### src/rtl/ram_pkg.sv
`default_nettype none
// ============================================================================
//  Module      : ram_pkg
//  Description : Shared defaults, clear-sequencer state encoding and index
//                width helper for the self-clearing RAM.
//  Revision    : 1.0 - initial release
// ============================================================================
package ram_pkg;

    localparam int c_data_w_def = 16;
    localparam int c_depth_def  = 10;
    localparam int c_addr_w_def = 6;

    typedef enum logic [0:0] {
        CLEAR = 1'b0,
        IDLE  = 1'b1
    } clr_state_t;

    // Bits needed to index a DEPTH-entry array (never less than one).
    function automatic int idx_width(input int depth);
        return (depth > 1) ? $clog2(depth) : 1;
    endfunction

endpackage
`default_nettype wire

### src/rtl/ram_clr_seq.sv
`default_nettype none
// ============================================================================
//  Module      : ram_clr_seq
//  Description : Clear sequencer; sweeps zeros through every word after reset.
//  Revision    : 1.0 - initial release
// ============================================================================
module ram_clr_seq
    import ram_pkg::*;
#(
    parameter int DEPTH  = c_depth_def,
    parameter int ADDR_W = c_addr_w_def
) (
    input  logic                          clk,
    input  logic                          rst,
    output logic                          o_busy,
    output logic                          o_clr_we,
    output logic [idx_width(DEPTH)-1:0]   o_clr_idx
);

    localparam int                c_idx_w = idx_width(DEPTH);
    localparam logic [ADDR_W-1:0] c_last  = ADDR_W'(DEPTH - 1);

    clr_state_t        r_state;
    clr_state_t        w_state_nxt;
    logic [ADDR_W-1:0] r_ptr;
    logic [ADDR_W-1:0] w_ptr_nxt;

    always_ff @(posedge clk) begin
        if (rst) begin
            r_state <= CLEAR;
            r_ptr   <= '0;
        end else begin
            r_state <= w_state_nxt;
            r_ptr   <= w_ptr_nxt;
        end
    end

    // The pointer parks on the last word rather than wrapping.
    always_comb begin
        w_state_nxt = r_state;
        w_ptr_nxt   = r_ptr;
        o_clr_we    = 1'b0;
        case (r_state)
            CLEAR: begin
                o_clr_we = ~rst;
                if (r_ptr == c_last) begin
                    w_state_nxt = IDLE;
                end else begin
                    w_ptr_nxt = r_ptr + 1'b1;
                end
            end
            default: begin
                w_state_nxt = r_state;
            end
        endcase
    end

    assign o_busy    = (r_state == CLEAR);
    assign o_clr_idx = r_ptr[c_idx_w-1:0];

endmodule
`default_nettype wire

### src/rtl/ram_clr.sv
`default_nettype none
// ============================================================================
//  Module      : ram_clr
//  Description : Single-port-write / single-port-read RAM that zeroes itself
//                after reset, with range checking and optional read register.
//  Revision    : 1.0 - initial release
// ============================================================================
module ram_clr
    import ram_pkg::*;
#(
    parameter int DATA_W   = c_data_w_def,
    parameter int DEPTH    = c_depth_def,
    parameter int ADDR_W   = c_addr_w_def,
    parameter int READ_REG = 0
) (
    input  logic              clk,
    input  logic              rst,
    input  logic              we,
    input  logic [ADDR_W-1:0] wa,
    input  logic [DATA_W-1:0] di,
    input  logic [ADDR_W-1:0] ra,
    // "do" is a reserved word, so the read data port is named dout.
    output logic [DATA_W-1:0] dout,
    output logic              busy,
    output logic              addr_err
);

    localparam int c_idx_w = idx_width(DEPTH);

    generate
        if (DEPTH > (2 ** ADDR_W)) begin : g_depth_chk
            $error("ram_clr: DEPTH does not fit in ADDR_W address bits");
        end
    endgenerate

    logic [DATA_W-1:0]  r_mem [DEPTH];
    logic               r_addr_err;
    logic               w_busy;
    logic               w_clr_we;
    logic [c_idx_w-1:0] w_clr_idx;
    logic               w_wa_in;
    logic               w_ra_in;
    logic               w_wr_ok;
    logic [c_idx_w-1:0] w_wa_idx;
    logic [c_idx_w-1:0] w_ra_idx;
    logic [DATA_W-1:0]  w_rd_mem;

    ram_clr_seq #(
        .DEPTH  (DEPTH),
        .ADDR_W (ADDR_W)
    ) u_seq (
        .clk       (clk),
        .rst       (rst),
        .o_busy    (w_busy),
        .o_clr_we  (w_clr_we),
        .o_clr_idx (w_clr_idx)
    );

    assign w_wa_in  = (32'(wa) < 32'(DEPTH));
    assign w_ra_in  = (32'(ra) < 32'(DEPTH));
    assign w_wa_idx = wa[c_idx_w-1:0];
    assign w_ra_idx = ra[c_idx_w-1:0];
    // Writes during the sweep or a reset cycle are discarded outright.
    assign w_wr_ok  = we & ~w_busy & ~rst & w_wa_in;
    assign w_rd_mem = w_ra_in ? r_mem[w_ra_idx] : '0;

    always_ff @(posedge clk) begin
        if (w_clr_we) begin
            r_mem[w_clr_idx] <= '0;
        end else if (w_wr_ok) begin
            r_mem[w_wa_idx] <= di;
        end
    end

    always_ff @(posedge clk) begin
        if (rst) begin
            r_addr_err <= 1'b0;
        end else begin
            r_addr_err <= ~w_busy & ((we & ~w_wa_in) | ~w_ra_in);
        end
    end

    generate
        if (READ_REG != 0) begin : g_rd_reg
            logic [DATA_W-1:0] r_dout;
            always_ff @(posedge clk) begin
                if (rst || w_busy) begin
                    r_dout <= '0;
                end else if (we && w_ra_in && (wa == ra)) begin
                    r_dout <= di;
                end else begin
                    r_dout <= w_rd_mem;
                end
            end
            assign dout = r_dout;
        end else begin : g_rd_comb
            assign dout = w_busy ? '0 : w_rd_mem;
        end
    endgenerate

    assign busy     = w_busy;
    assign addr_err = r_addr_err;

endmodule
`default_nettype wire

### config.mk
export PLATFORM = sky130hd
export DESIGN_NAME = ram_clr
export DESIGN_NICKNAME = d
export VERILOG_FILES = /design/src/rtl/ram_pkg.sv /design/src/rtl/ram_clr_seq.sv /design/src/rtl/ram_clr.sv
export SDC_FILE = /design/constraint.sdc
export NUM_CORES = 1
export LEC_CHECK = 0
export CORE_AREA = 2 2 130 132
export DETAILED_ROUTE_END_ITERATION = 8
export DIE_AREA = 0 0 132 134
export DONT_BUFFER_PORTS = 1
export PLACE_DENSITY = 0.64
export SETUP_SLACK_MARGIN = 0.5
export SYNTH_ARGS = -nofsm -noshare
export SYNTH_HDL_FRONTEND = slang
export SYNTH_SLANG_ARGS = --single-unit
### constraint.sdc
create_clock -name clk -period 7 [get_ports clk]
set_input_delay 1.4 -clock clk [delete_from_list [all_inputs] [get_ports clk]]
set_output_delay 1.4 -clock clk [all_outputs]
set_load 0.02 [all_outputs]
==> results by group <==
Power
  – Leakage power: 2.74 nW
  – Pwr Density: 273 nW/um^2
  – Power Total: 2.09 mW
  – VDD IR max: 0.184 mV
  – Gate power share: 3.0%
  – Int Pwr: 1.64 mW
  – Switch share: 21.5%
  – Sequential share of power: 53.1%
  – Psw: 0.449 mW
  – Clock network power share: 43.8%

Critical path
  – Worst r2r dst: r_mem[7][12]
  – Slowest CP cell: and3_1
  – Max incr delay on CP: 0.74 ns
  – Reg2reg setup slack: 4.45 ns
  – Crit end category: primary output
  – Worst-path fanout max: 18
  – Worst EP required: 5.60 ns
  – CP startpoint kind: input pin
  – Crit Path Category: input pin to primary output
  – Reg2Reg Depth: 5
  – Worst Path Arrival: 2.99 ns
  – Reg2reg start: u_seq.r_state
  – Crit-path cells: o21ai_1 > and3_1 > o311ai_1 > nor2_1

Route
  – DR pass1 iterations: 4
  – Drt drc: 0
  – DR WL/cell: 21.6 microns
  – Via Count: 3,409
  – Vias per cell: 5.47
  – DRT iter0 DRCs: 292
  – Post-route ant nets: 0
  – Final WL: 13.5 mm

Min path
  – Hold depth: 2
  – Hold Crit Class: register to register
  – Hold_sp: u_seq.r_ptr[5]
  – Hold Path Sink: u_seq.r_ptr[5]

CTS
  – CTS root buf: clkbuf_16
  – H-tree depth: 4
  – CTS tree: done
  – Postcts setup bufs: 0
  – Clk buf depth: 2
  – Reg clk slew, reported paths: 0.07 ns
  – CTS Hold Bufs: 0
  – CTS Buf Count: 17
  – Worst skew pair latency: 0.43 ns
  – Clock sinks: 168
  – Post-CTS resize count: 0

Logic synthesis
  – FF+latch count, synth: 168
  – Mapped cell area: 6840 sq um
  – Post-synth EDFFs: 160
  – Synth Instances: 384
  – Sequential fraction of the synthesis area: 72.6%
  – Syn_nets: 417
  – YS warnings: 0
  – Asr flop ratio synth: 0%
  – Post-synthesis area per instance: 17.8 sq um
  – Ys flop type: edfxtp_1
  – Synth unique cells: 33

Floorplan
  – Die Y: 134 microns
  – I/O pin count: 49
  – Core area: 16,300 sq um
  – Die area: 17,700 sq um
  – Starting Density: 42.0%
  – Die width: 132 microns
  – Number of core rows: 47

Global route
  – Largest net degree at the start of global routing: 50
  – Total global-route track usage: 16.3%
  – Number of global-route vias before repair: 3,587
  – Global route overflow: 0
  – Initial antenna violation count: 2
  – First-pass GRT wire length: 20.8 mm

Timing
  – Fin Hold WS: 0.522 ns
  – Fin. max-slew vios: 0
  – Setup TNS: 0 ns
  – Fin crit period: 4.39 ns
  – Least-Margin Pin Slew: 0.906 ns
  – Rel. slew slack: 39.6%
  – Endpoints failing setup: 0
  – Final Cycle Share: 62.7%
  – Worst Clk Skew: 0.00636 ns
  – RSZ-0062 raised after global routing: no
  – Final Hold Fails: 0
  – Max frequency: 0.228 GHz

Final layout
  – NumNets Final: 423
  – P&R area growth vs syn: 11.7%
  – Design Area, Final: 7640 sq um
  – Final core utilization: 46.9%
  – FILL cells: 1,387
  – Share of cells above drive strength 1: 20.8%
  – Ant diodes: 0

Placement
  – Placer Congestion: 0.821
  – Port bufs: 0
  – DP HPWL: 8.08 mm
  – Cell Area, Placed: 7050 sq um

Job
  – Max-Cap Viols: 0

Status
  – Status: completed
[state kept, by name (all words and copies together), names as in the netlist]
name	count
r_mem	160
addr_err	1
u_seq.r_ptr	6
u_seq.r_state	1
[worst max-delay path, delay by kind of cell]
kind               cells  cell delay (ns)
and+or+nand+nor        2             1.13
AOI/OAI and AO/OA      2             0.44
[power groups by stage]
stage / Combinational, mW / Sequential [mW] / Clock [mW]
final: 0.0631 / 1.11 / 0.916
after global routing: 0.0687 / 1.11 / 0.973
after global placement: 0.0635 / 1.13 / 0
after detailed placement: 0.0644 / 1.13 / 0
after floorplan: 0.0648 / 1.13 / 0
after CTS: 0.0644 / 1.11 / 0.928
[logic make-up after synthesis]
family / share of synthesized area, %
flip-flops: 72.6
AND/OR/NAND/NOR: 7.61
multiplexers: 13.5
buffers and inverters: 2.30
AO/OA/AOI/OAI: 3.26
XOR/XNOR: 0.384
adder cells (fa/ha/maj): 0.366
[layout make-up]
class | count | area (sq um) | area share (%)
Sequential cell | 168 | 4960 | 65.0
Multi-Input combinational cell | 187 | 1720 | 22.5
Clock buffer | 17 | 425 | 5.57
Tap cell | 220 | 275 | 3.60
Clock inverter | 15 | 160 | 2.10
Timing Repair Buffer | 10 | 75.1 | 0.983
Inverter | 6 | 22.5 | 0.295
[layer usage]
layer,routed length (microns),vias up,track usage [%]
li1,-,1543,-
met1,5850,1773,20.8
met2,6750,68,26.1
met3,653,21,5.78
met4,209,4,5.86
met5,23,-,0
[cell usage after synthesis (all sizes together), types with 3 or more instances]
| master | instances | area (sq um) |
|---|---|---|
| and2 | 16 | 100 |
| dfxtp | 8 | 160 |
| nor2 | 37 | 139 |
| clkbuf | 9 | 33.8 |
| mux2i | 19 | 190 |
| inv | 5 | 18.8 |
| mux4 | 32 | 721 |
| nor3 | 18 | 140 |
| buf | 14 | 101 |
| edfxtp | 160 | 4800 |
| o21ai | 3 | 15.0 |
| nand2 | 21 | 78.8 |
| a32oi | 3 | 26.3 |
| o311ai | 16 | 140 |
| nor2b | 4 | 25.0 |
[cell usage in the layout (no fill, tap or decap)]
cell	n
a211oi_1	1
a21oi_1	2
a311oi_1	2
a31oi_1	1
a32oi_1	3
and2_1	16
and3_1	2
and3b_1	1
buf_4	10
bufinv_16	1
clkbuf_16	17
clkinv_1	1
clkinv_4	4
clkinvlp_4	2
dfxtp_1	8
edfxtp_1	160
ha_1	2
inv_1	5
inv_6	4
inv_8	4
mux2_1	1
mux2i_1	19
mux4_2	32
nand2_1	21
nand3_1	2
nor2_1	37
nor2b_1	4
nor3_1	8
nor3_2	10
o21ai_0	1
o21ai_1	2
o311ai_1	16
or3_1	1
xnor2_1	2
xor2_1	1
[worst max-delay path by stage]
stage	start	endpoint	slack (ns)	cells past startpoint
after floorplan	ra[1]	dout[10]	3.04	7
after global placement	ra[4]	dout[1]	2.63	4
after detailed placement	ra[4]	dout[1]	2.56	4
after CTS	ra[4]	dout[1]	2.57	4
after global routing	ra[1]	dout[1]	2.49	4
final	ra[1]	dout[14]	2.61	4
[stage by stage]
step,setup WS (ns),instances
finish,2.61,623
global route,2.49,623
CTS,2.57,623
detailed placement,2.56,591
global placement,2.63,591
floorplan,3.04,384
No activity file was read; power rests on OpenSTA's default activity.
